`config.mk`:
```
export PLATFORM = sky130hd
export DESIGN_NAME = sr_latch_writer
export DESIGN_NICKNAME = d
export VERILOG_FILES = /design/src/rtl/sr_latch_pkg.sv /design/src/rtl/sync2.sv /design/src/rtl/sr_latch_writer.sv
export SDC_FILE = /design/constraint.sdc
export NUM_CORES = 1
export LEC_CHECK = 0
export CORE_MARGIN = 4
export CORE_UTILIZATION = 57
export DETAILED_ROUTE_END_ITERATION = 10
export GPL_TIMING_DRIVEN = 0
export PLACE_DENSITY = 0.88
export SYNTH_ARGS = -nofsm -noshare
export SYNTH_HDL_FRONTEND = slang
export SYNTH_SLANG_ARGS = --single-unit
```
`constraint.sdc`:
```
create_clock -name clk -period 6.2 [get_ports clk]
set_clock_uncertainty 0.15 [all_clocks]
set_input_delay 1.24 -clock clk [delete_from_list [all_inputs] [get_ports clk]]
set_output_delay 1.24 -clock clk [all_outputs]
set_load 0.01 [all_outputs]
```
`src/rtl/sr_latch_pkg.sv`:
```
// rtl/sr_latch_pkg.sv - shared types and constants for the SR latch write sequencer
//
// Contents:
//   state_t    - write sequencer FSM states
//   OP_SET     - request opcode that sets the latch
//   OP_RESET   - request opcode that resets the latch
//   CHECK_CYC  - length of the readback window
package sr_latch_pkg;

    typedef enum logic [2:0] {
        ST_IDLE  = 3'd0,
        ST_SETUP = 3'd1,
        ST_PULSE = 3'd2,
        ST_HOLD  = 3'd3,
        ST_CHECK = 3'd4
    } state_t;

    localparam logic OP_SET   = 1'b1;
    localparam logic OP_RESET = 1'b0;

    // Two synchronizer stages plus one cycle of margin.
    localparam int CHECK_CYC = 3;

endpackage

```
`src/rtl/sync2.sv`:
```
// rtl/sync2.sv - two-flop synchronizer for a single asynchronous input
//
// Ports:
//   clk    - destination clock
//   rst_n  - asynchronous active-low reset, clears both stages
//   d      - asynchronous input
//   q      - synchronized output, two clk cycles of latency
module sync2 (
    input  logic clk,
    input  logic rst_n,
    input  logic d,
    output logic q
);

    logic meta;

    always_ff @(posedge clk or negedge rst_n) begin
        if (!rst_n) begin
            meta <= 1'b0;
            q    <= 1'b0;
        end else begin
            meta <= d;
            q    <= meta;
        end
    end

endmodule

```
`src/rtl/sr_latch_writer.sv`:
```
// rtl/sr_latch_writer.sv - sequences S/R/enable writes to an external gated SR latch and verifies readback
//
// Parameters:
//   SETUP_CYC  - cycles S/R are held with latch_en low before the pulse (1..15)
//   PULSE_CYC  - cycles latch_en is held high (1..15)
// Ports:
//   clk, rst_n           - clock, asynchronous active-low reset
//   req_valid, req_op    - write request, op 1 = set, 0 = reset
//   req_ready            - high only while idle
//   latch_s/r/en         - registered drives to the external latch
//   latch_q, latch_qbar  - asynchronous readback from the latch
//   done, err            - one-cycle completion pulse, err marks a readback mismatch
//   err_cnt              - saturating count of err pulses
module sr_latch_writer
    import sr_latch_pkg::*;
#(
    parameter int SETUP_CYC = 1,
    parameter int PULSE_CYC = 2
) (
    input  logic       clk,
    input  logic       rst_n,
    input  logic       req_valid,
    input  logic       req_op,
    output logic       req_ready,
    output logic       latch_s,
    output logic       latch_r,
    output logic       latch_en,
    input  logic       latch_q,
    input  logic       latch_qbar,
    output logic       done,
    output logic       err,
    output logic [7:0] err_cnt
);

    localparam logic [3:0] SETUP_LAST = 4'(SETUP_CYC - 1);
    localparam logic [3:0] PULSE_LAST = 4'(PULSE_CYC - 1);
    // The final readback cycle is the one in which done is presented from
    // IDLE, so the CHECK state itself only occupies CHECK_CYC-1 cycles and
    // the comparison is taken on the edge that leaves it.
    localparam logic [3:0] CHECK_LAST = 4'(CHECK_CYC - 2);

    state_t     state;
    logic [3:0] cnt;
    logic       op_q;
    logic       q_sync;
    logic       qbar_sync;
    logic       pass;

    sync2 u_sync_q (
        .clk   (clk),
        .rst_n (rst_n),
        .d     (latch_q),
        .q     (q_sync)
    );

    sync2 u_sync_qbar (
        .clk   (clk),
        .rst_n (rst_n),
        .d     (latch_qbar),
        .q     (qbar_sync)
    );

    // q == qbar (invalid or metastable latch) can never satisfy both terms.
    assign pass = (q_sync == op_q) && (qbar_sync == ~op_q);

    // S/R are loaded from the same op bit as complements and cleared
    // together, so they can never both be high.
    always_ff @(posedge clk or negedge rst_n) begin
        if (!rst_n) begin
            state     <= ST_IDLE;
            cnt       <= 4'd0;
            op_q      <= OP_RESET;
            req_ready <= 1'b0;
            latch_s   <= 1'b0;
            latch_r   <= 1'b0;
            latch_en  <= 1'b0;
            done      <= 1'b0;
            err       <= 1'b0;
            err_cnt   <= 8'd0;
        end else begin
            done <= 1'b0;
            err  <= 1'b0;
            case (state)
                ST_IDLE: begin
                    req_ready <= 1'b1;
                    if (req_valid && req_ready) begin
                        op_q      <= req_op;
                        latch_s   <= req_op;
                        latch_r   <= ~req_op;
                        req_ready <= 1'b0;
                        cnt       <= 4'd0;
                        state     <= ST_SETUP;
                    end
                end
                ST_SETUP: begin
                    if (cnt == SETUP_LAST) begin
                        cnt      <= 4'd0;
                        latch_en <= 1'b1;
                        state    <= ST_PULSE;
                    end else begin
                        cnt <= cnt + 4'd1;
                    end
                end
                ST_PULSE: begin
                    if (cnt == PULSE_LAST) begin
                        cnt      <= 4'd0;
                        latch_en <= 1'b0;
                        state    <= ST_HOLD;
                    end else begin
                        cnt <= cnt + 4'd1;
                    end
                end
                ST_HOLD: begin
                    // Enable already dropped last edge; release S/R only now.
                    latch_s <= 1'b0;
                    latch_r <= 1'b0;
                    cnt     <= 4'd0;
                    state   <= ST_CHECK;
                end
                ST_CHECK: begin
                    if (cnt == CHECK_LAST) begin
                        cnt       <= 4'd0;
                        done      <= 1'b1;
                        err       <= ~pass;
                        req_ready <= 1'b1;
                        state     <= ST_IDLE;
                        if (!pass && (err_cnt != 8'hFF)) begin
                            err_cnt <= err_cnt + 8'd1;
                        end
                    end else begin
                        cnt <= cnt + 4'd1;
                    end
                end
                default: begin
                    state     <= ST_IDLE;
                    req_ready <= 1'b0;
                    latch_s   <= 1'b0;
                    latch_r   <= 1'b0;
                    latch_en  <= 1'b0;
                end
            endcase
        end
    end

endmodule
```
==> results.json <==
{
  "status": "finished clean",
  "reg.largest.list": "err_cnt x8, cnt x4, state x3",
  "hold_class": "register to register",
  "drtAntennaViolNets": 0,
  "multi_input_area_um2": 642,
  "setup_viol": 0,
  "synth_fp_nets": 140,
  "grt_use_met2": 0.304,
  "tightest_slew_ns": 1.12,
  "clkPwrFrac": 0.167,
  "arrival_ns": 1.35,
  "maxCapViolCount": 0,
  "drc": 0,
  "top_register": "err_cnt",
  "yosys_warnings": 0,
  "grt.overflow.total": 0,
  "cts-resized-gates": 0,
  "synth_cell_types": 40,
  "gp_congestion": 0.829,
  "grt_pass1_wl_um": 4850,
  "largest_reg_flops": 8,
  "std_cell_rows": 17,
  "numCtsBuffers": 3,
  "critPathKind": "register to primary output",
  "yosysMostFrequentCell": "dfrtp_1",
  "htreeDepth": 1,
  "regArea_um2": 651,
  "synth.area.top_cells": "dfrtp_1, ha_1, xor2_1, a21oi_1, o21ai_0",
  "max_slew_margin": 0.251,
  "start_kind": "register",
  "netlist_top_cells_count": "dfrtp_1, nor2_1, nand2_1, a21oi_1, o21ai_0",
  "path_cells": "clkdlybuf4s50_1",
  "ys_ff_latch": 26,
  "die_h_um": 56.5,
  "grt_busiest_layer": "met2",
  "finalSetupTns_ns": 0,
  "insertion_delay_ns": 0.32,
  "synth_top_area_cell": "dfrtp_1",
  "cts_sinks": 26,
  "finalNetCount": 164,
  "slowest_stage": "clkdlybuf4s50_1",
  "yosysSeqAreaShare": 0.485,
  "fillers": 147,
  "cts_tree": "done",
  "syn_area_per_cell_um2": 10.4,
  "rsz0062_at_grt": "false",
  "n_antenna_cell": 0,
  "cts.path.max_buffers": 2,
  "grt_use_total": 0.194,
  "slew_violations": 0,
  "power.internal_uw": 430,
  "antenna_found_initial": 0,
  "crit_fanout": 4,
  "firstDrtPassIters": 4,
  "cellPowerDensity_mw_per_mm2": 430,
  "grtUsageMet3": 0.0322,
  "area_delta_synth_final_pct": 20.7,
  "drt-total-wl_um": 2770,
  "crit_required_ns": 4.81,
  "leakage_uw": 0.000715,
  "synth-edff-count": 0,
  "postCtsHoldBufs": 0,
  "wire_per_inst_um": 15.4,
  "vias": 1053,
  "grt_util_met1": 0.266,
  "initial_core_util": 0.601,
  "p_sw_frac": 0.383,
  "fin_crit_sh": 0.442,
  "synth-main-ff-cell": "dfrtp_1",
  "synthArstFlopShare": 1.00,
  "portBuffers": 19,
  "postCtsSetupBuffers": 0,
  "cts-root-buf": "clkbuf_4",
  "synth.top_cell.area_share": 0.485,
  "power.switching_uw": 267,
  "io_pins": 20,
  "vias_per_cell": 5.85,
  "hpwl_um": 1920,
  "dieWidth_um": 56.5,
  "critPathTopFamily": "buffers and inverters",
  "grt_max_degree": 27,
  "dieArea_mm2": 0.00319,
  "timing.fmax_mhz": 365,
  "cp-end-kind": "primary output",
  "pwr-share-seq": 0.371,
  "fin_crit_ns": 2.74,
  "peakVddDrop_uv": 265,
  "syn_inst": 129,
  "power_uw": 696,
  "drtIter0Drc": 43,
  "finalHoldViolations": 0,
  "rrSetupSlack_ns": 3.58,
  "grt_pass1_vias": 1051,
  "cp_num_buf_inv": 1,
  "slowest_delay_ns": 0.57,
  "clk_pin_slew_worst_paths_ns": 0.15,
  "drive_gt1_frac": 0.0921,
  "syn_area_mm2": 0.00134,
  "comb_power_share": 0.462,
  "core_area_mm2": 0.00223
}
## cell usage in the layout (no fill, tap or decap), drive strengths merged, types with 2 or more instances in the layout
master,n
dfrtp,26
clkdlybuf4s50,19
nor2,10
nand2,9
a21oi,8
o21ai,8
clkbuf,6
inv,5
nand3,5
nor2b,5
nor3b,5
xor2,5
ha,5
a211oi,3
or3b,3
a31oi,2
and4,2
nor4b,2
a211o,2
buf,2
nor4,2
mux2,2
## per-layer routing
| layer | part of all wire | vias up |
|---|---|---|
| li1 | - | 511 |
| met3 | 0.035 | 6 |
| met5 | 0 | - |
| met4 | 0.026 | 0 |
| met2 | 0.47 | 24 |
| met1 | 0.47 | 512 |
## through the flow
step	cell area, µm²	hold slack [ns]	setup WS (ns)	instances	utilization
4_1_cts	1620	0.214	3.46	180	0.725
3_3_place_gp	1570	0.185	3.41	176	0.701
6_report	1620	0.212	3.46	180	0.725
5_1_grt	1620	0.229	3.39	180	0.725
3_5_place_dp	1570	0.190	3.39	176	0.701
2_1_floorplan	1340	0.181	3.86	129	-
## kinds of logic (layout without fill, tap and decap cells)
group,after synthesis,count (layout),share of synthesized area
multiplexers,3,3,0.0243
AO/OA/AOI/OAI,29,29,0.138
XOR/XNOR,6,6,0.0392
flip-flops,26,26,0.485
AND/OR/NAND/NOR,50,50,0.230
adder cells (fa/ha/maj),5,5,0.0466
buffers and inverters,10,33,0.0364
## worst paths after layout
| kind | to | from | cells past startpoint |
|---|---|---|---|
| hold / removal | u_sync_q.q | u_sync_q.meta | 0 |
| min in group asynchronous | cnt[0] | rst_n | 1 |
| max in group asynchronous | u_sync_qbar.meta | rst_n | 1 |
| setup / recovery | err_cnt[0] | err_cnt[0] | 1 |
| hold reg to reg | u_sync_q.q | u_sync_q.meta | 0 |
| setup reg to reg | err_cnt[1] | cnt[1] | 6 |
## layout make-up
cell class	count	area share
inverter	5	0.0116
clock inverter	1	0.0185
tap	28	0.0216
timing repair buffer	19	0.117
multi-input combinational	93	0.396
buffer	5	0.0185
sequential	26	0.402
clock buffer	3	0.0139
## power groups by stage
stage                     clock network [µW]  logic, µW  registers [µW]
after floorplan                            0        210             261
after global placement                     0        303             256
after detailed placement                   0        315             261
after CTS                                118        321             258
after global routing                     126        356             266
final                                    116        321             259
(Power assumes the default switching activity.)
